`src/rtl/regbank_pkg.sv`:
```
// Shared definitions for the regbank_mp register bank.
//  - Default geometry (data width, register count, read-port count).
//  - Write-mode encodings driven on wr_mode by writeback.
package regbank_pkg;

  localparam int DEF_DATA_W = 32;
  localparam int DEF_NREGS  = 16;
  localparam int DEF_NRD    = 2;

  localparam logic [1:0] WR_FULL = 2'b00;  // whole word from wr_data
  localparam logic [1:0] WR_HIGH = 2'b01;  // wr_data low half -> upper half, lower kept
  localparam logic [1:0] WR_LOW  = 2'b10;  // wr_data low half -> lower half, upper kept
  localparam logic [1:0] WR_MEM  = 2'b11;  // whole word from mem_q

endpackage

```
`src/rtl/regbank_merge.sv`:
```
// Combinational write-merge for the register bank.
// Ports:
//  old_val  in  DATA_W  current contents of the destination register
//  wr_data  in  DATA_W  ALU result (only its low half is used in half modes)
//  mem_q    in  DATA_W  memory load data
//  wr_mode  in  2       WR_FULL / WR_HIGH / WR_LOW / WR_MEM
//  new_val  out DATA_W  value the register takes after the write
module regbank_merge
  import regbank_pkg::*;
#(
  parameter int DATA_W = DEF_DATA_W
) (
  input  logic [DATA_W-1:0] old_val,
  input  logic [DATA_W-1:0] wr_data,
  input  logic [DATA_W-1:0] mem_q,
  input  logic [1:0]        wr_mode,
  output logic [DATA_W-1:0] new_val
);

  localparam int HALF = DATA_W / 2;

  always_comb begin
    new_val = old_val;
    case (wr_mode)
      WR_FULL: new_val = wr_data;
      WR_HIGH: new_val = {wr_data[HALF-1:0], old_val[HALF-1:0]};
      WR_LOW:  new_val = {old_val[DATA_W-1:HALF], wr_data[HALF-1:0]};
      default: new_val = mem_q;
    endcase
  end

endmodule

```
`src/rtl/regbank_mp.sv`:
```
// Multi-port CPU register bank with write->read bypass and a pending-write
// scoreboard. Register 0 reads as zero and can never be written or reserved.
// Ports:
//  clk       in   1            rising-edge clock
//  reset     in   1            asynchronous, active-low reset
//  rd_en     in   1            capture all read ports this edge
//  rd_addr   in   NRD*ADDR_W   read addresses, port k at [k*ADDR_W +: ADDR_W]
//  rd_data   out  NRD*DATA_W   registered read data, port k at [k*DATA_W +: DATA_W]
//  rd_busy   out  NRD          source of port k had a pending write when captured
//  wr_en     in   1            write this edge
//  wr_addr   in   ADDR_W       write destination
//  wr_mode   in   2            WR_FULL / WR_HIGH / WR_LOW / WR_MEM
//  wr_data   in   DATA_W       ALU result
//  mem_q     in   DATA_W       memory load data
//  rsv_en    in   1            reserve rsv_addr (mark pending)
//  rsv_addr  in   ADDR_W       register to reserve
//  sb_busy   out  NREGS        scoreboard vector, bit 0 always 0
module regbank_mp
  import regbank_pkg::*;
#(
  parameter  int DATA_W = DEF_DATA_W,
  parameter  int NREGS  = DEF_NREGS,
  parameter  int NRD    = DEF_NRD,
  localparam int ADDR_W = $clog2(NREGS)
) (
  input  logic                  clk,
  input  logic                  reset,
  input  logic                  rd_en,
  input  logic [NRD*ADDR_W-1:0] rd_addr,
  output logic [NRD*DATA_W-1:0] rd_data,
  output logic [NRD-1:0]        rd_busy,
  input  logic                  wr_en,
  input  logic [ADDR_W-1:0]     wr_addr,
  input  logic [1:0]            wr_mode,
  input  logic [DATA_W-1:0]     wr_data,
  input  logic [DATA_W-1:0]     mem_q,
  input  logic                  rsv_en,
  input  logic [ADDR_W-1:0]     rsv_addr,
  output logic [NREGS-1:0]      sb_busy
);

  logic [DATA_W-1:0] regs [NREGS];
  logic [DATA_W-1:0] wr_merged;
  logic [NREGS-1:0]  sb_next;
  logic [DATA_W-1:0] rd_data_p1 [NRD];
  logic              rd_busy_p1 [NRD];

  // Single merge instance; the bypass path reuses its result.
  regbank_merge #(.DATA_W(DATA_W)) u_merge (
    .old_val (regs[wr_addr]),
    .wr_data (wr_data),
    .mem_q   (mem_q),
    .wr_mode (wr_mode),
    .new_val (wr_merged)
  );

  // Register array: entry 0 is reset to zero and never written afterwards.
  always_ff @(posedge clk or negedge reset) begin
    if (!reset) begin
      for (int i = 0; i < NREGS; i++) regs[i] <= '0;
    end else if (wr_en && (wr_addr != '0)) begin
      regs[wr_addr] <= wr_merged;
    end
  end

  // Reservation is applied after the writeback clear so a same-edge
  // reserve of the register being written back stays pending.
  always_comb begin
    sb_next = sb_busy;
    if (wr_en)  sb_next[wr_addr]  = 1'b0;
    if (rsv_en) sb_next[rsv_addr] = 1'b1;
    sb_next[0] = 1'b0;
  end

  always_ff @(posedge clk or negedge reset) begin
    if (!reset) sb_busy <= '0;
    else        sb_busy <= sb_next;
  end

  // Read ports: p0 is the address/bypass decision, p1 the captured outputs.
  for (genvar k = 0; k < NRD; k++) begin : g_rd
    logic [ADDR_W-1:0] addr_p0;
    logic              hit_p0;

    assign addr_p0 = rd_addr[k*ADDR_W +: ADDR_W];
    assign hit_p0  = wr_en && (wr_addr == addr_p0);

    always_ff @(posedge clk or negedge reset) begin
      if (!reset) begin
        rd_data_p1[k] <= '0;
        rd_busy_p1[k] <= 1'b0;
      end else if (rd_en) begin
        if (addr_p0 == '0) begin
          rd_data_p1[k] <= '0;
          rd_busy_p1[k] <= 1'b0;
        end else begin
          rd_data_p1[k] <= hit_p0 ? wr_merged : regs[addr_p0];
          rd_busy_p1[k] <= sb_busy[addr_p0] & ~hit_p0;
        end
      end
    end

    assign rd_data[k*DATA_W +: DATA_W] = rd_data_p1[k];
    assign rd_busy[k]                  = rd_busy_p1[k];
  end

endmodule
```
`config.mk`:
```
export PLATFORM = sky130hd
export DESIGN_NAME = regbank_mp
export DESIGN_NICKNAME = d
export VERILOG_FILES = /design/src/rtl/regbank_pkg.sv /design/src/rtl/regbank_merge.sv /design/src/rtl/regbank_mp.sv
export SDC_FILE = /design/constraint.sdc
export NUM_CORES = 2
export LEC_CHECK = 0
export ABC_AREA = 0
export BUFFER_PORTS_ARGS = -buffer_cell sky130_fd_sc_hd__buf_2
export CAP_MARGIN = 20
export CORE_AREA = 2 2 311 313
export DETAILED_ROUTE_END_ITERATION = 7
export DIE_AREA = 0 0 313 315
export MAX_ROUTING_LAYER = met4
export PLACE_DENSITY = 0.57
export SLEW_MARGIN = 20
export SYNTH_ARGS = -nofsm -noshare
export SYNTH_HDL_FRONTEND = slang
export SYNTH_SLANG_ARGS = --single-unit
```
`constraint.sdc`:
```
create_clock -name clk -period 2.68 [get_ports clk]
set_input_delay 0.402 -clock clk [delete_from_list [all_inputs] [get_ports clk]]
set_output_delay 0.402 -clock clk [all_outputs]
set_load 0.05 [all_outputs]
```
==> flow_summary.ini <==
[run_status]
status = finished clean

[grt]
grt_pass1_vias = 26300
gr-total-overflow = 0
grt_pass1_wl_mm = 179
antenna_found_initial = 1
grt_max_degree = 89
grt_usage_pct = 25.3
grt_busiest_layer = met2
grtUsageMet3_pct = 5.12
grt_use_met1_pct = 34.7
use_met2_pct = 37.8

[worst_hold_path]
worstHoldEndpoint = sb_busy[2]
min_from = rsv_addr[2]
whs_path_depth = 2
min_path_type = primary input to flip-flop

[synthesis]
synth_edf_count = 0
syn-num-nets = 2937
async_flop_share_pct = 100
syn_area_um2 = 35100
syn-mean-instance-area_um2 = 12.3
synth_warnings = 0
synthTopCellsByArea = dfrtp_1, mux4_2, mux2_2
yosysSeqAreaShare_pct = 42.3
synth_cell_types = 63
ys_seq_elements = 593
synth.largest_area_cell = dfrtp_1
synth_top_cell_area_share_pct = 42.3
ys.flop_type = dfrtp_1
netlist_instances = 2850

[critical_path]
rrSetupSlack_ns = 0.55
cp_max_fo = 17
crit_type = flip-flop to flip-flop
rr_endpoint = regs[326]
crit_path_max_incr_delay_ns = 0.82
required_ns = 3.24
cp-end-kind = flip-flop
crit_chain = mux4_2 > nor2b_1 > a2111oi_4 > a211oi_2 > mux2_2
r2r-start = regs[294]
arrival_ns = 2.69
cp_slowest_cell = a211oi_2
r2r_cells = 5
start_kind = flip-flop

[timing]
fmax_mhz = 470
period_needed_ns = 2.13
drv_slew = 0
worst_slack_ns = 0.552
fin_crit_sh_pct = 79.4
grt_setup_unrepaired = no
worst_pin_slew_ns = 1.05
fin_tns_setup_ns = 0
max-slew-margin-rel_pct = 29.7
finClkSkew_ns = 0.0227
holdWs_ns = 0.0696
final-hold-violation-count = 0
setup_violations = 0

[detailed_routing]
drtIter0Drc = 2408
firstDrtPassIters = 5
via_per_inst = 6.01
drt-wirelength-per-cell_um = 27.8
antenna_left = 0
drt_wl_total_mm = 121
num_vias = 26100
drcViolationCount = 0

[place]
post-dp-hpwl_mm = 79.8
io_buffer_count = 167
pre_cts_slack_ns = 0.0490
gp_congestion = 0.835

[run]
max-cap-violations = 0

[finish]
nNetsFinal = 3102
drive_above_1_share_pct = 39.2
fillers = 8877
fin_util_pct = 43.0
syn_to_final_growth_pct = 17.3

[floorplan]
core-area_um2 = 95700
die-height_um = 315
io_pins = 169
rows = 114
die_area_um2 = 98600
chipWidth_um = 313
initial_core_util_pct = 36.6

[cts]
cts_buffer_depth = 3
clkSlewWorstSetupHoldPaths_ns = 0.06
post_cts_resized = 0
clkLatencyLatePin_ns = 0.63
cts_sinks = 593
cts_buffers = 72
htree_levels = 3
cts-root-buf = clkbuf_16
cts_tree = done

[pwr]
power_density_nw_per_um2 = 759
ir_drop_uv = 498
p_total_uw = 31200
p_leak_uw = 0.0176
synth_stat cells (9+ instances only):
cell and count:
a211oi_1 24, a211oi_2 14, a21oi_1 13, a21oi_2 9, a221o_1 28, buf_1 26, buf_2 78, buf_4 23
buf_6 11, clkbuf_1 174, dfrtp_1 593, inv_1 41, mux2_2 245, mux2i_1 102, mux4_2 369, nand2_1 446
nor2_1 26, nor2b_1 30, nor4_1 9, o211a_1 22, o211ai_1 47, o21ai_0 298, o21ai_1 25, o221ai_1 46
o22ai_1 37, o31ai_1 17
cell usage in the layout (no fill, tap or decap), drive strengths merged, types with 46 or more instances in the layout:
cell    count
o221ai     46
buf       404
mux2      245
o21ai     323
dfrtp     593
o211ai     47
mux2i     102
clkbuf    100
inv        48
mux4      369
nand2     446
flip-flops by register name, summed over array words and instances, names as in the netlist:
signal,cells
regs,512
rd_data,64
sb_busy,15
rd_busy,2
per-stage QoR:
step / std cells / area [um^2]
2_1_floorplan: 2850 / 35100
6_report: 4350 / 41100
3_3_place_gp: 4216 / 38700
4_1_cts: 4349 / 41100
3_5_place_dp: 4216 / 38700
5_1_grt: 4349 / 41100
area by class of cell:
type                            count  area (um^2)  share of cell area, %
Tap cell                         1276         1600                   3.88
Timing Repair Buffer              405         3470                   8.44
Clock buffer                      100         2090                   5.08
Sequential cell                   593        14800                   36.1
Inverter                           44          168                  0.408
Clock inverter                     32          297                  0.721
Antenna cell                        1         2.50                0.00609
Multi-Input combinational cell   1899        18700                   45.4
logic make-up (layout without fill, tap and decap cells):
family / after synthesis / count (layout) / synth area share, %
buffers and inverters: 358 / 581 / 4.66
AO/OA/AOI/OAI: 617 / 617 / 11.7
flip-flops: 593 / 593 / 42.3
other: 1 / 2 / 0.0107
AND/OR/NAND/NOR: 557 / 557 / 6.65
XOR/XNOR: 8 / 8 / 0.200
multiplexers: 716 / 716 / 34.5
worst max-delay path, delay by kind of cell (launching register included):
family | cells | cell delay [ns]
AOI/OAI and AO/OA | 2 | 0.90
muxes | 2 | 0.55
DFF | 1 | 0.39
and+or+nand+nor | 1 | 0.22
per-layer routing:
layer | up-vias | wire length [um]
li1 | 11200 | -
met1 | 13500 | 51700
met2 | 1240 | 54900
met3 | 218 | 10500
met4 | 0 | 3850
met5 | - | 0
repair_timing:
action,CTS,global route
setup endpoints to repair,0,0
hold buffers,1,0
endpoints found under the hold margin,40,0
buffers inserted,0,0
worst max path at each step:
stage	from	endpoint	cells past startpoint
after floorplan	rd_addr[4]	rd_data[62]	7
after global placement	wr_addr[1]	regs[38]	6
after detailed placement	wr_addr[1]	regs[6]	6
after CTS	regs[422]	regs[6]	5
after global routing	regs[422]	regs[262]	5
final	regs[294]	regs[326]	5
where the power goes:
| part | internal, uW | switching (uW) |
|---|---|---|
| clock network | 5780 | 4100 |
| logic | 4370 | 4080 |
| registers | 10900 | 1980 |
Power figures use the tool's default switching activity.
